$ cat src/rtl/softmax_norm_pkg.sv
// Shared types and fixed-point widths for the softmax normalization stage.
package softmax_norm_pkg;

  // Row controller phases: collect a row, compute 1/sum, stream the scaled row.
  typedef enum logic [1:0] {
    FILL = 2'd0,
    DIV  = 2'd1,
    EMIT = 2'd2
  } state_t;

  localparam int EXP_W      = 8;   // exponent input, unsigned Q1.6 (0..127)
  localparam int PROB_W     = 8;   // probability output, unsigned Q0.8
  localparam int RECIP_W    = 16;  // reciprocal of the row sum, scaled by 65536
  localparam int DIV_CYCLES = 17;  // one quotient bit per cycle for 65536 / sum

endpackage

$ cat src/rtl/softmax_norm_if.sv
// Streaming bus of the softmax normalization stage: valid/ready input side,
// credit-controlled output side.
interface softmax_norm_if;
  import softmax_norm_pkg::*;

  logic              in_valid;
  logic              in_ready;
  logic [EXP_W-1:0]  in_data;
  logic              out_valid;
  logic [PROB_W-1:0] out_data;
  logic              out_last;
  logic              credit_in;

  // Normalizer side.
  modport slave (
    input  in_valid, in_data, credit_in,
    output in_ready, out_valid, out_data, out_last
  );

  // Upstream producer / downstream consumer side.
  modport master (
    output in_valid, in_data, credit_in,
    input  in_ready, out_valid, out_data, out_last
  );

endinterface

$ cat src/rtl/softmax_norm_recip_div.sv
// Restoring divider computing floor(65536 / divisor), one quotient bit per
// cycle. The first bit is resolved in the start cycle, so the full 17-bit
// quotient is known at the edge where done is high; the saturated result is
// registered there. A zero divisor yields 0.
module recip_div
  import softmax_norm_pkg::*;
#(
  parameter int DW = 10
) (
  input  logic               clk,
  input  logic               rst_n,
  input  logic               start,
  input  logic [DW-1:0]      divisor,
  output logic               done,
  output logic [RECIP_W-1:0] result
);

  localparam int CNT_W = $clog2(DIV_CYCLES);

  logic [DW-1:0]         div_reg;
  logic [DW-1:0]         rem_reg;
  logic [RECIP_W-1:0]    quot_reg;
  logic [CNT_W-1:0]      cnt_reg;
  logic                  busy_reg;

  logic [DW-1:0]         step_div;
  logic [DW:0]           trial;
  logic                  qbit;
  logic [DW-1:0]         rem_next;
  logic [DIV_CYCLES-1:0] quot_full;

  // One restoring step: only the leading dividend bit is 1, all later bits are 0.
  always_comb begin
    step_div  = start ? divisor : div_reg;
    trial     = start ? (DW + 1)'(1) : {rem_reg, 1'b0};
    qbit      = (trial >= {1'b0, step_div});
    rem_next  = qbit ? DW'(trial - {1'b0, step_div}) : DW'(trial);
    quot_full = {quot_reg, qbit};
    done      = busy_reg && (cnt_reg == CNT_W'(1));
  end

  // Iteration state and the saturated result register.
  always_ff @(posedge clk or negedge rst_n) begin
    if (!rst_n) begin
      div_reg  <= '0;
      rem_reg  <= '0;
      quot_reg <= '0;
      cnt_reg  <= '0;
      busy_reg <= 1'b0;
      result   <= '0;
    end else if (start) begin
      div_reg  <= divisor;
      rem_reg  <= rem_next;
      quot_reg <= RECIP_W'(qbit);
      cnt_reg  <= CNT_W'(DIV_CYCLES - 1);
      busy_reg <= 1'b1;
    end else if (busy_reg) begin
      rem_reg  <= rem_next;
      quot_reg <= quot_full[RECIP_W-1:0];
      cnt_reg  <= cnt_reg - CNT_W'(1);
      if (done) begin
        busy_reg <= 1'b0;
        if (div_reg == '0)
          result <= '0;
        else if (quot_full[DIV_CYCLES-1])
          result <= '1;
        else
          result <= quot_full[RECIP_W-1:0];
      end
    end
  end

endmodule

$ cat src/rtl/softmax_norm.sv
// Softmax normalization: buffers a row of exponent values while summing them,
// computes 65536/sum with a serial divider, then emits each element scaled by
// the reciprocal as a Q0.8 probability, paced by downstream credits.
module softmax_norm
  import softmax_norm_pkg::*;
#(
  parameter int ROW_LEN = 8,
  parameter int CREDITS = 4
) (
  input  logic          clk,
  input  logic          rst_n,
  softmax_norm_if.slave bus
);

  localparam int IDX_W  = $clog2(ROW_LEN);
  localparam int SUM_W  = (EXP_W - 1) + IDX_W;  // 127 * ROW_LEN cannot overflow
  localparam int CNT_W  = $clog2(CREDITS + 1);
  localparam int PROD_W = EXP_W + RECIP_W;

  state_t             state_reg, state_next;
  logic [IDX_W-1:0]   idx_reg;
  logic [SUM_W-1:0]   sum_reg;
  logic [CNT_W-1:0]   credit_cnt_reg;
  logic               in_ready_reg;
  logic               div_start_reg;
  logic [EXP_W-1:0]   buffer [ROW_LEN];

  logic               take;
  logic               emit;
  logic               last_idx;
  logic               div_done;
  logic [RECIP_W-1:0] recip;
  logic [PROD_W-1:0]  product;
  logic [RECIP_W-1:0] scaled;

  recip_div #(
    .DW (SUM_W)
  ) u_recip_div (
    .clk     (clk),
    .rst_n   (rst_n),
    .start   (div_start_reg),
    .divisor (sum_reg),
    .done    (div_done),
    .result  (recip)
  );

  assign bus.in_ready = in_ready_reg;

  // Transfer/emit qualifiers and the scaled value of the current element.
  always_comb begin
    take     = bus.in_valid && in_ready_reg;
    last_idx = (idx_reg == IDX_W'(ROW_LEN - 1));
    emit     = (state_reg == EMIT) && (credit_cnt_reg != '0);
    product  = PROD_W'(buffer[idx_reg]) * PROD_W'(recip);
    scaled   = RECIP_W'(product >> PROB_W);
  end

  // Next-state and output decode; outputs stay zero unless an element is emitted.
  always_comb begin
    state_next    = state_reg;
    bus.out_valid = 1'b0;
    bus.out_data  = '0;
    bus.out_last  = 1'b0;
    case (state_reg)
      FILL: begin
        if (take && last_idx)
          state_next = DIV;
      end
      DIV: begin
        if (div_done)
          state_next = EMIT;
      end
      EMIT: begin
        if (emit) begin
          bus.out_valid = 1'b1;
          bus.out_data  = (|scaled[RECIP_W-1:PROB_W]) ? '1 : scaled[PROB_W-1:0];
          bus.out_last  = last_idx;
          if (last_idx)
            state_next = FILL;
        end
      end
      default: state_next = FILL;
    endcase
  end

  // Phase, element index, running sum and registered ready.
  always_ff @(posedge clk or negedge rst_n) begin
    if (!rst_n) begin
      state_reg     <= FILL;
      in_ready_reg  <= 1'b0;
      div_start_reg <= 1'b0;
      idx_reg       <= '0;
      sum_reg       <= '0;
    end else begin
      state_reg     <= state_next;
      in_ready_reg  <= (state_next == FILL);
      div_start_reg <= take && last_idx;
      if (take || emit)
        idx_reg <= last_idx ? '0 : idx_reg + IDX_W'(1);
      if (take)
        sum_reg <= sum_reg + SUM_W'(bus.in_data);
      else if (emit && last_idx)
        sum_reg <= '0;
    end
  end

  // Downstream credits: spend one per output, regain one per returned credit.
  always_ff @(posedge clk or negedge rst_n) begin
    if (!rst_n)
      credit_cnt_reg <= CNT_W'(CREDITS);
    else if (emit && !bus.credit_in)
      credit_cnt_reg <= credit_cnt_reg - CNT_W'(1);
    else if (!emit && bus.credit_in && (credit_cnt_reg != CNT_W'(CREDITS)))
      credit_cnt_reg <= credit_cnt_reg + CNT_W'(1);
  end

  // Row storage; every slot is rewritten before it is read again.
  always_ff @(posedge clk) begin
    if (take)
      buffer[idx_reg] <= bus.in_data;
  end

endmodule

$ cat src/flat_wrapper.sv
// flat-port wrapper written by rule: the top's interface ports become plain ports
module softmax_norm_flat import softmax_norm_pkg::*;
#(
  parameter int ROW_LEN = 8,
  parameter int CREDITS = 4
)
  (clk, rst_n, bus_in_valid, bus_in_data, bus_credit_in, bus_in_ready, bus_out_valid, bus_out_data, bus_out_last);
  softmax_norm_if bus_i ();
  input  logic clk;
  input  logic rst_n;
  input wire logic [$bits(bus_i.in_valid)-1:0] bus_in_valid;
  input wire logic [$bits(bus_i.in_data)-1:0] bus_in_data;
  input wire logic [$bits(bus_i.credit_in)-1:0] bus_credit_in;
  output wire logic [$bits(bus_i.in_ready)-1:0] bus_in_ready;
  output wire logic [$bits(bus_i.out_valid)-1:0] bus_out_valid;
  output wire logic [$bits(bus_i.out_data)-1:0] bus_out_data;
  output wire logic [$bits(bus_i.out_last)-1:0] bus_out_last;
  assign bus_i.in_valid = bus_in_valid;
  assign bus_i.in_data = bus_in_data;
  assign bus_i.credit_in = bus_credit_in;
  assign bus_in_ready = bus_i.in_ready;
  assign bus_out_valid = bus_i.out_valid;
  assign bus_out_data = bus_i.out_data;
  assign bus_out_last = bus_i.out_last;
  softmax_norm #(.ROW_LEN(ROW_LEN), .CREDITS(CREDITS)) u_core (.clk(clk), .rst_n(rst_n), .bus(bus_i));
endmodule
$ cat config.mk
export PLATFORM = sky130hd
export DESIGN_NAME = softmax_norm_flat
export DESIGN_NICKNAME = d
export VERILOG_FILES = /design/src/rtl/softmax_norm_pkg.sv /design/src/rtl/softmax_norm_if.sv /design/src/rtl/softmax_norm_recip_div.sv /design/src/rtl/softmax_norm.sv /design/src/flat_wrapper.sv
export SDC_FILE = /design/constraint.sdc
export NUM_CORES = 1
export LEC_CHECK = 0
export BUFFER_PORTS_ARGS = -buffer_cell sky130_fd_sc_hd__buf_2
export CAP_MARGIN = 20
export CORE_MARGIN = 1.5
export CORE_UTILIZATION = 35
export CTS_BUF_LIST = sky130_fd_sc_hd__clkbuf_4 sky130_fd_sc_hd__clkbuf_8
export DETAILED_ROUTE_END_ITERATION = 8
export PLACE_DENSITY = 0.51
export SKIP_LAST_GASP = 1
export SYNTH_ARGS = -nofsm -noshare
export SYNTH_HDL_FRONTEND = slang
export SYNTH_SLANG_ARGS = --single-unit
$ cat constraint.sdc
create_clock -name clk -period 9.8 [get_ports clk]
set_input_delay 0 -clock clk [delete_from_list [all_inputs] [get_ports clk]]
set_output_delay 0 -clock clk [all_outputs]
set_load 0.005 [all_outputs]
# After elaboration in Yosys (flattened, before gate mapping)
# Memories as Yosys holds them, arrays and structs flattened.
# Cells that the tools add are included.
[op_classes]
n_reduce_logical = 20
mul = 1
n_eq_ne = 5
bitwise_logic = 1
n_addsub = 6
mux = 33
order_cmp = 1
[op_table]
columns = ["cell", "n"]
rows = [
  ["$mux W16", 4],
  ["$mux W10", 6],
  ["$mul A8 B16 Y24", 1],
  ["$mux W8", 3],
  ["$ge A11 B10 Y1", 1],
  ["$mux W11", 1],
  ["$add A10 B8 Y10", 1],
  ["$logic_not A10 Y1", 1],
  ["$mux W5", 2],
  ["$sub A10 B10 Y10", 1],
  ["$mux W1", 9],
  ["$mux W3", 3],
  ["$logic_and A1 B1 Y1", 8],
  ["$mux W2", 4],
  ["$reduce_or A8 Y1", 1],
  ["$add A3 B1 Y3 const B", 2],
  ["$pmux W2 S3", 1],
  ["$reduce_bool A2 Y1", 3],
  ["$eq A5 B1 Y1 const B", 1],
  ["$sub A5 B1 Y5 const B", 1],
  ["$logic_not A2 Y1", 2],
  ["$eq A3 B3 Y1 const B", 1],
  ["$ne A3 B3 Y1 const B", 1],
  ["$reduce_and A3 Y1", 1],
  ["other kinds (7)", 8],
]
[word_totals]
regBits = 78
output_inout_bits = 11
mem_count = 1
mem_bits_rw = 64
[memory_table]
columns = ["memory", "depth", "word_bits", "read_ports", "rd_clocked_by_memory_dff", "write_ports", "line", "rtl"]
rows = [
  ["u_core.buffer", 8, 8, 1, 0, 1, "softmax_norm.sv:26", "logic [EXP_W-1:0] buffer [ROW_LEN];"],
]

# Logic depth before layout (Yosys ltp)
# Gate-level depths: netlist of the first run.
[logic_depth]
word_depth = 7
depth_mapped = 28

# Cells and area by module
# Synthesis of the first run repeated with hierarchy kept, for this count alone.
[hier_totals]
hier_cells = 1065
hier_area_um2 = 10995.5
[by_module_without_submodules]
columns = ["module", "seq_area_each_um2", "area_each_um2", "instances", "cells_each"]
rows = [
  ["softmax_norm", 2423.6, 8076.5, 1, 772],
  ["recip_div", 1451.4, 2919.0, 1, 293],
]

# Worst setup path before layout of the first run
# Ideal clock, no wire load.
[synth_path]
path_kind = "register to output"
from = "reg u_core.idx_reg[1]"
to = "out bus_out_data[0]"
path_slack_ns = 3.257
required_ns = 9.800
arrival_time_ns = 6.543
path_stages_with_launch = 26
cell_sequence = "dfrtp_1 > clkbuf_1 > buf_2 > clkbuf_1 > nor2_1 > nand2_1 > a21oi_1 > nor3_1 > clkbuf_1 > nand2b_1 > fa_1 > fa_1 > fa_1 > inv_1 > fa_1 > ha_1 > buf_2 > nand2_1 > o21ai_0 > a221oi_1 > a2111oi_0 > nand4_1 > and4b_1 > nand4_1 > nor4_4 > a21oi_1"
[synth_via]
elab_chain_cells = 6
[synth_rtl]
columns = ["item", "line", "rtl"]
rows = [
  ["from (decl)", "softmax_norm.sv:21", "logic [IDX_W-1:0] idx_reg;"],
  ["from (signal assigned)", "softmax_norm.sv:99", "idx_reg <= last_idx ? '0 : idx_reg + IDX_W'(1);"],
  ["$mem_v2 Z8 W8 (*)", "n/a", ""],
  ["$mul A8 B16 Y24 (*)", "softmax_norm.sv:54", "product = PROD_W'(buffer[idx_reg]) * PROD_W'(recip);"],
  ["$reduce_or A8 Y1", "softmax_norm.sv:76", "bus.out_data = (|scaled[RECIP_W-1:PROB_W]) ? '1 : scaled[PROB_W-1:0];"],
  ["$mux W8 (*)", "softmax_norm.sv:76", ""],
  ["$mux W8 (*)", "softmax_norm.sv:74", "if (emit) begin"],
  ["$mux W8 (*)", "softmax_norm.sv:64", "case (state_reg)"],
  ["to (decl)", "flat_wrapper.sv:16", "output wire logic [$bits(bus_i.out_data)-1:0] bus_out_data;"],
]
# Mark *: on every way between the ends. The rest lies on a longest branch, timed or not.

# Worst setup path in the final report of the first run
[layout_path]
from = "reg u_core.idx_reg[1]"
to = "out bus_out_data[4]"
# Same word-level chain as after synthesis.

==> metrics.md, run 1 <==
| Metric | Value |
|---|---|
| Outcome | `finished, final reports clean` |
| P_leak | `0.005317 uW` |
| Reg-to-reg endpoint | `u_core.u_recip_div.rem_reg[3]` |
| Register area share after synthesis | `35.36%` |
| # setup viols final | `0` |
| Site row count | `64` |
| Yosys cell types | `65` |
| Initial core utilization | `35.73%` |
| Mapped Cells | `1092` |
| Clock Path Buffers | `2` |
| CP max stage delay | `0.65 ns` |
| Tmin final | `7.523 ns` |
| Clock Root Buffer | `clkbuf_8` |
| Number of clock buffers inserted by TritonCTS | `17` |
| Total gr overflow | `0` |
| Later-pin clock latency in the skew report | `0.45 ns` |
| Detailed-route via count | `7810` |
| Fin worst setup slack | `2.277 ns` |
| Max-slew headroom | `25.69%` |
| Stages on worst setup path | `21` |
| Worst-path clk slew | `0.09 ns` |
| CTS tree | `built` |
| Post-place setup slack | `2.643 ns` |
| Synth Area in XOR/XNOR | `2.158%` |
| Worst-path fanout max | `16` |
| DRC Markers | `0` |
| Adder-cell area share of the yosys netlist | `22.90%` |
| RSZ-0062 raised after global routing | `no` |
| Most used cell, CP | `fa_1` |
| Routability-driven placement congestion ratio | `0.8787` |
| Crit path cell chain | `buf_4 > mux4_2 > mux2i_1 > buf_4 > nand2b_1 > fa_1 > fa_1 > fa_1 > inv_1 > fa_1 > ha_1 > nand2_1 > o21ai_0 > a221oi_1 > a2111oi_0 > nand4_1 > and4b_1 > nand4_1 > nor4_4 > a21oi_1 > buf_2` |
| Layout cell share with drive strength beyond 1 | `8.267%` |
| Boundary pin count | `23` |
| Share of flip-flops with an asynchronous set or reset | `54.93%` |
| #FFs+latches synth | `142` |
| Chip height | `179.9 um` |
| Buffers & Inverters on Critical Path | `4` |
| Sink Count | `142` |
| Ant diodes | `0` |
| Worst setup EP type | `output pin` |
| FF-to-FF Start | `u_core.div_start_reg` |
| Die area | `32380 sq um` |
| Post-Syn Nets | `1253` |
| Highest-count cells in the layout ignoring fill and taps | `103 x inv_1, 87 x nor2b_1, 87 x nand2_1, 86 x fa_1, 77 x dfrtp_1` |
| Commonest non-fill, non-tap cell in the layout | `inv_1` |
| Slowest CP cell | `dfrtp_1` |
| Drt pass-1 iters | `4` |
| Yosys top cell area share | `17.58%` |
| Core ar. | `30670 sq um` |
| GRT Total Usage | `16.42%` |
| R2R setup slack | `6.05 ns` |
| Clock skew | `0.01237 ns` |
| Simple-gate share of the synthesized area | `18.15%` |
| Max FFs per register | `64` |
| Post-synth EDFFs | `64` |
| Routed wire length | `25.59 mm` |
| Pin count of the biggest net entering global routing | `44` |
| Critical path class | `reg2out` |
| H-tree depth | `4` |
| Hold Path Class | `in2async` |
| Vias per cell | `5.135` |
| Nets | `1273` |
| Initial drt markers | `505` |
| Worst Reg-to-Reg Cells | `14` |
| CP endpoint | `bus_out_data[4]` |
| Post-route ant nets | `0` |
| Placed Instances | `1477` |
| Post-synthesis average cell area | `10.03 sq um` |
| Dpl cell area | `11500 sq um` |
| Final Max Tran Viols | `0` |
| Data required time at the worst endpoint | `9.80 ns` |
| Post-route design area | `12050 sq um` |
| Least-Margin Pin Slew | `1.110 ns` |
| Setup_tns | `0 ns` |
| Cts repair resizes | `0` |
| Ys flop type | `dfrtp_1` |
| Final Power | `3610 uW` |
| Die W | `179.9 um` |
| Initial antenna violation count | `0` |
| First-pass GRT wire length | `42.99 mm` |
| WL per Instance | `16.82 um` |
| Critical path launch point | `u_core.idx_reg[1]` |
| Compound-Gate Fraction of Synth Area | `11.00%` |
| Fin. Hold Viols | `0` |
| FMAX | `132.9 MHz` |
| Largest family of logic cells by synthesized area | `adder cells` |
| Cell Area, Synth | `10960 sq um` |
| CP arrival | `7.52 ns` |
| Power Density | `299.7 nW/um^2` |
| Max-cap violation count | `0` |
| Post-DP HPWL | `18.85 mm` |
| CP delay by family, top | `adder cells` |
| Non-filler cells, final | `1521` |
| Startpoint Class | `flop` |
| Tcrit/Tclk final | `76.76%` |
| Largest area contributor in the netlist | `dfrtp_1` |
| Port bufs | `22` |
| Area Overhead vs Synth | `9.934%` |
| Vias in the first global route | `8035` |
| YS warnings | `0` |
| Worst IR drop on VDD | `207.6 uV` |
| Synth area leaders | `dfrtp_1 18%, edfxtp_1 18%, fa_1 16%, ha_1 7.2%, nor2b_1 5.0%` |
| Post-synthesis mux area share | `5.161%` |
-- worst reg2reg max path: cells and delay by family, from the launching register on --
kind / cells / cell delay, ns
adder cells (fa/ha/maj): 1 / 0.29
AND/OR/NAND/NOR: 4 / 0.83
buffers and inverters: 3 / 0.91
AO/OA/AOI/OAI: 6 / 1.23
flip-flops: 1 / 0.33
-- timing repair --
action,CTS,global route
hold buffers,11,0
hold endpoints to repair,106,0
buffers inserted,0,0
-- how the worst min path moves through the flow --
stage	start	end	slack, ns	depth (start not counted)
4_1_cts	rst_n	u_core.u_recip_div.rem_reg[7]	0.07	2
3_3_place_gp	rst_n	u_core.u_recip_div.rem_reg[7]	0.02	1
5_1_grt	rst_n	u_core.u_recip_div.rem_reg[1]	0.09	2
2_1_floorplan	rst_n	u_core.bus.in_ready	-0.30	0
6_report	rst_n	u_core.u_recip_div.rem_reg[7]	0.06	2
3_5_place_dp	rst_n	u_core.u_recip_div.rem_reg[7]	0.02	1
-- synthesized netlist by cell type (all sizes together), types with 2 or more instances --
library cell / n
o22ai: 8
nor4: 8
nor3b: 3
nand3: 22
nor2: 72
xor2: 14
a21o: 14
and3: 5
a211oi: 7
mux2: 4
nor2b: 87
nand2: 87
nand2b: 32
nand4: 10
or2: 2
ha: 63
o211ai: 3
inv: 103
o31ai: 2
buf: 10
and2: 28
o21a: 6
edfxtp: 64
nor3: 18
a2111oi: 3
o41ai: 2
xnor2: 13
a21oi: 59
o21ai: 54
a21boi: 2
o21bai: 2
a31oi: 7
mux2i: 34
clkbuf: 36
dfrtp: 77
a221oi: 5
nand3b: 3
a2bb2oi: 2
fa: 86
mux4: 8
o2111ai: 4
a31o: 3
a32oi: 2
or3: 2
-- power by group --
part | leakage (uW) | total [uW] | switching, uW | internal, uW
Combinational | 0.00354 | 2170 | 1300 | 864
Sequential | 0.00156 | 949 | 154 | 794
Clock | 0.000215 | 496 | 272 | 224
Total | 0.00532 | 3610 | 1730 | 1880
-- per-layer routing --
metal	track usage, %	vias to the layer above	wire (um)
met4	4.367	0	313
li1	-	3782	-
met5	0	-	0
met3	1.945	24	635
met2	26.58	116	11770
met1	23.28	3888	12870
-- stage by stage --
stage               hold WS [ns]  utilization, %
floorplan                -0.2956               -
global placement         0.01633           37.51
detailed placement       0.01782           37.51
CTS                      0.06784           39.24
global route             0.09034           39.28
finish                   0.06293           39.28
-- cell type report --
cell class	instances	area (sq um)
Clock buffer	18	247.7
Clock inverter	14	173.9
Fill cell	3026	18620
Inverter	104	390.4
Multi-Input combinational cell	800	6533
Sequential cell	142	3875
Tap cell	396	495.5
Timing Repair Buffer	47	331.6
-- logic make-up after synthesis --
kind of cell | count (synthesis)
XOR/XNOR | 27
adder cells (fa/ha/maj) | 149
AO/OA/AOI/OAI | 195
buffers and inverters | 150
AND/OR/NAND/NOR | 383
flip-flops | 142
multiplexers | 46
(Power assumes the default switching activity.)
==> run 2, diff against run 1 <==
clock period = 7 ns   (was 9.8 ns; I/O delays follow)
==> run 2 against run 1 <==
Final area increased by 4.2%. Critical path depth is 4 higher. Worst hold slack got worse by 0.037 ns. Register-to-register slack got worse by 2.9 ns. Total power increased by 50%. Worst setup slack got worse by 2.0 ns. Via count up 2.8%. Clock-buffer cell count stayed put. Sequential cell count stayed put. Critical endpoint unchanged. First-iteration DRC count fell by 9.1%. Global-route usage grew 0.13 points.
==> metrics.md, run 2 (same netlist as run 1, synthesis figures left out) <==
| Metric | Value |
|---|---|
| Clock power share | `13.6%` |
| Clock Root Buffer | `clkbuf_8` |
| Worst-path clk slew | `0.08 ns` |
| Final Max Tran Viols | `0` |
| Initial antenna violation count | `0` |
| FMAX | `149.9 MHz` |
| Data required time at the worst endpoint | `7.00 ns` |
| Max-cap violation count | `0` |
| Drt pass-1 iters | `5` |
| WL per Instance | `16.88 um` |
| Sink Count | `142` |
| Worst setup EP type | `output pin` |
| Site row count | `64` |
| R2R setup slack | `3.18 ns` |
| Sequential Power Share | `24.9%` |
| Storage element area | `3881 sq um` |
| Worst IR drop on VDD | `345.1 uV` |
| Sw Share | `45.62%` |
| P_leak | `0.005550 uW` |
| Internal | `2947 uW` |
| Tmin final | `6.673 ns` |
| # setup viols final | `0` |
| Chip height | `179.9 um` |
| Routability-driven placement congestion ratio | `0.9172` |
| Number of clock buffers inserted by TritonCTS | `17` |
| Hold Path Class | `in2async` |
| Vias per cell | `5.118` |
| Detailed-route via count | `8025` |
| Critical path class | `reg2out` |
| Total gr overflow | `0` |
| Fin. Hold Viols | `0` |
| Worst hold margin | `0.02640 ns` |
| Vias in the first global route | `8129` |
| Highest-count cells in the layout ignoring fill and taps | `103 x inv_1, 87 x nand2_1, 86 x nor2b_1, 86 x fa_1, 74 x dfrtp_1` |
| Tcrit/Tclk final | `95.33%` |
| Nets | `1320` |
| Max FFs per register | `64` |
| Core ar. | `30670 sq um` |
| CP arrival | `6.67 ns` |
| Area Overhead vs Synth | `14.55%` |
| Post-route design area | `12550 sq um` |
| Outcome | `finished, final reports clean` |
| Combinational fraction of design power | `61.6%` |
| GRT Total Usage | `16.55%` |
| Max-slew headroom | `32.18%` |
| Initial core utilization | `35.73%` |
| Die area | `32380 sq um` |
| Later-pin clock latency in the skew report | `0.45 ns` |
| Boundary pin count | `23` |
| Switch Pwr | `2472 uW` |
| Commonest non-fill, non-tap cell in the layout | `inv_1` |
| Pin count of the biggest net entering global routing | `49` |
| Ant diodes | `0` |
| DRC Markers | `0` |
| Least-Margin Pin Slew | `1.014 ns` |
| Dpl cell area | `11670 sq um` |
| # fillers | `3042` |
| CTS tree | `built` |
| H-tree depth | `4` |
| Worst-path fanout max | `13` |
| Post-DP HPWL | `19.74 mm` |
| First-pass GRT wire length | `43.18 mm` |
| Power Density | `431.7 nW/um^2` |
| Post-route ant nets | `0` |
| Initial drt markers | `459` |
| Routed wire length | `26.47 mm` |
| Startpoint Class | `flop` |
| Layout cell share with drive strength beyond 1 | `13.57%` |
| Footprint of the multi-input gates | `6625 sq um` |
| Port bufs | `22` |
| Die W | `179.9 um` |
| Clock Path Buffers | `2` |
| Clock skew | `0.01055 ns` |
## run 2: changes by cell type in the layout (fill, tap and decap cells not counted), moves of 3 or more
cell	delta
inv_6	+3
inv_8	-3
buf_4	+40
ha_1	-5
ha_4	+3
buf_6	+4
dfrtp_1	-3
## run 2: power groups by stage
stage | combinational, uW | clock [uW] | sequential [uW]
after floorplan | 2340 | 0 | 1250
after detailed placement | 3080 | 0 | 1380
final | 3340 | 735 | 1350
after global routing | 3820 | 787 | 1380
after CTS | 3110 | 755 | 1370
after global placement | 3060 | 0 | 1380
## run 2: repair_timing
| action | CTS | global route |
|---|---|---|
| hold buffers | 11 | 0 |
| pin swaps | 1 | 3 |
| resized for setup | 3 | 29 |
| endpoints found under the hold margin | 98 | 0 |
| setup buffers | 1 | 24 |
| gates cloned | 0 | 1 |
| endpoints found under the setup margin | 8 | 8 |
## run 2: worst max-delay path, cell delays in order (launching register included)
cell and delay [ns]:
dfrtp_4 0.48, clkbuf_4 0.20, buf_4 0.12, mux4_2 0.49, mux2i_2 0.19, buf_6 0.21, nor2b_1 0.08, fa_1 0.54
fa_1 0.44, fa_1 0.55, inv_1 0.06, fa_1 0.54, inv_1 0.05, ha_2 0.38, nand4_1 0.12, nor3_2 0.14
o2111ai_2 0.18, a21oi_2 0.28, buf_4 0.16, nor3_1 0.04, a311o_1 0.35, nand4_1 0.15, nor4_4 0.04, buf_4 0.17
a21oi_1 0.13, buf_2 0.13
## run 2: cell type report
cell class	count	area share (%)
timing repair buffer	94	5.672
tap	396	3.947
clock inverter	14	1.595
multi-input combinational	800	52.78
sequential	142	30.92
clock buffer	18	1.974
inverter	104	3.110
## run 2: final timing paths
path / startpoint / to / cells after the start
max in group asynchronous: rst_n / u_core.u_recip_div.quot_reg[3] / 3
worst min-delay path: rst_n / u_core.u_recip_div.rem_reg[4] / 2
min in group clk: bus_credit_in / u_core.credit_cnt_reg[0] / 3
worst max register to register: u_core.div_start_reg / u_core.u_recip_div.rem_reg[3] / 14
worst min register to register: u_core.state_reg[1] / u_core.state_reg[0] / 1
worst max-delay path: u_core.idx_reg[1] / bus_out_data[4] / 25
## run 2: through the flow
step	utilization (%)	TNS, ns	total power (uW)	setup slack (ns)	cells
after floorplan	-	0	3594	0.4574	1092
after global placement	38.05	0	4435	0.2167	1499
after detailed placement	38.05	0	4456	0.1852	1499
after CTS	39.91	0	5227	0.06057	1543
after global routing	40.93	-0.07011	5987	-0.02066	1568
final	40.93	0	5418	0.3271	1568
## run 2: per-layer routing
layer | GRT usage, % | vias to the layer above | routed length (um)
met5 | 0 | - | 0
met3 | 2.188 | 40 | 748
met1 | 22.86 | 3971 | 12940
met2 | 26.89 | 154 | 12320
li1 | - | 3860 | -
met4 | 5.367 | 0 | 465
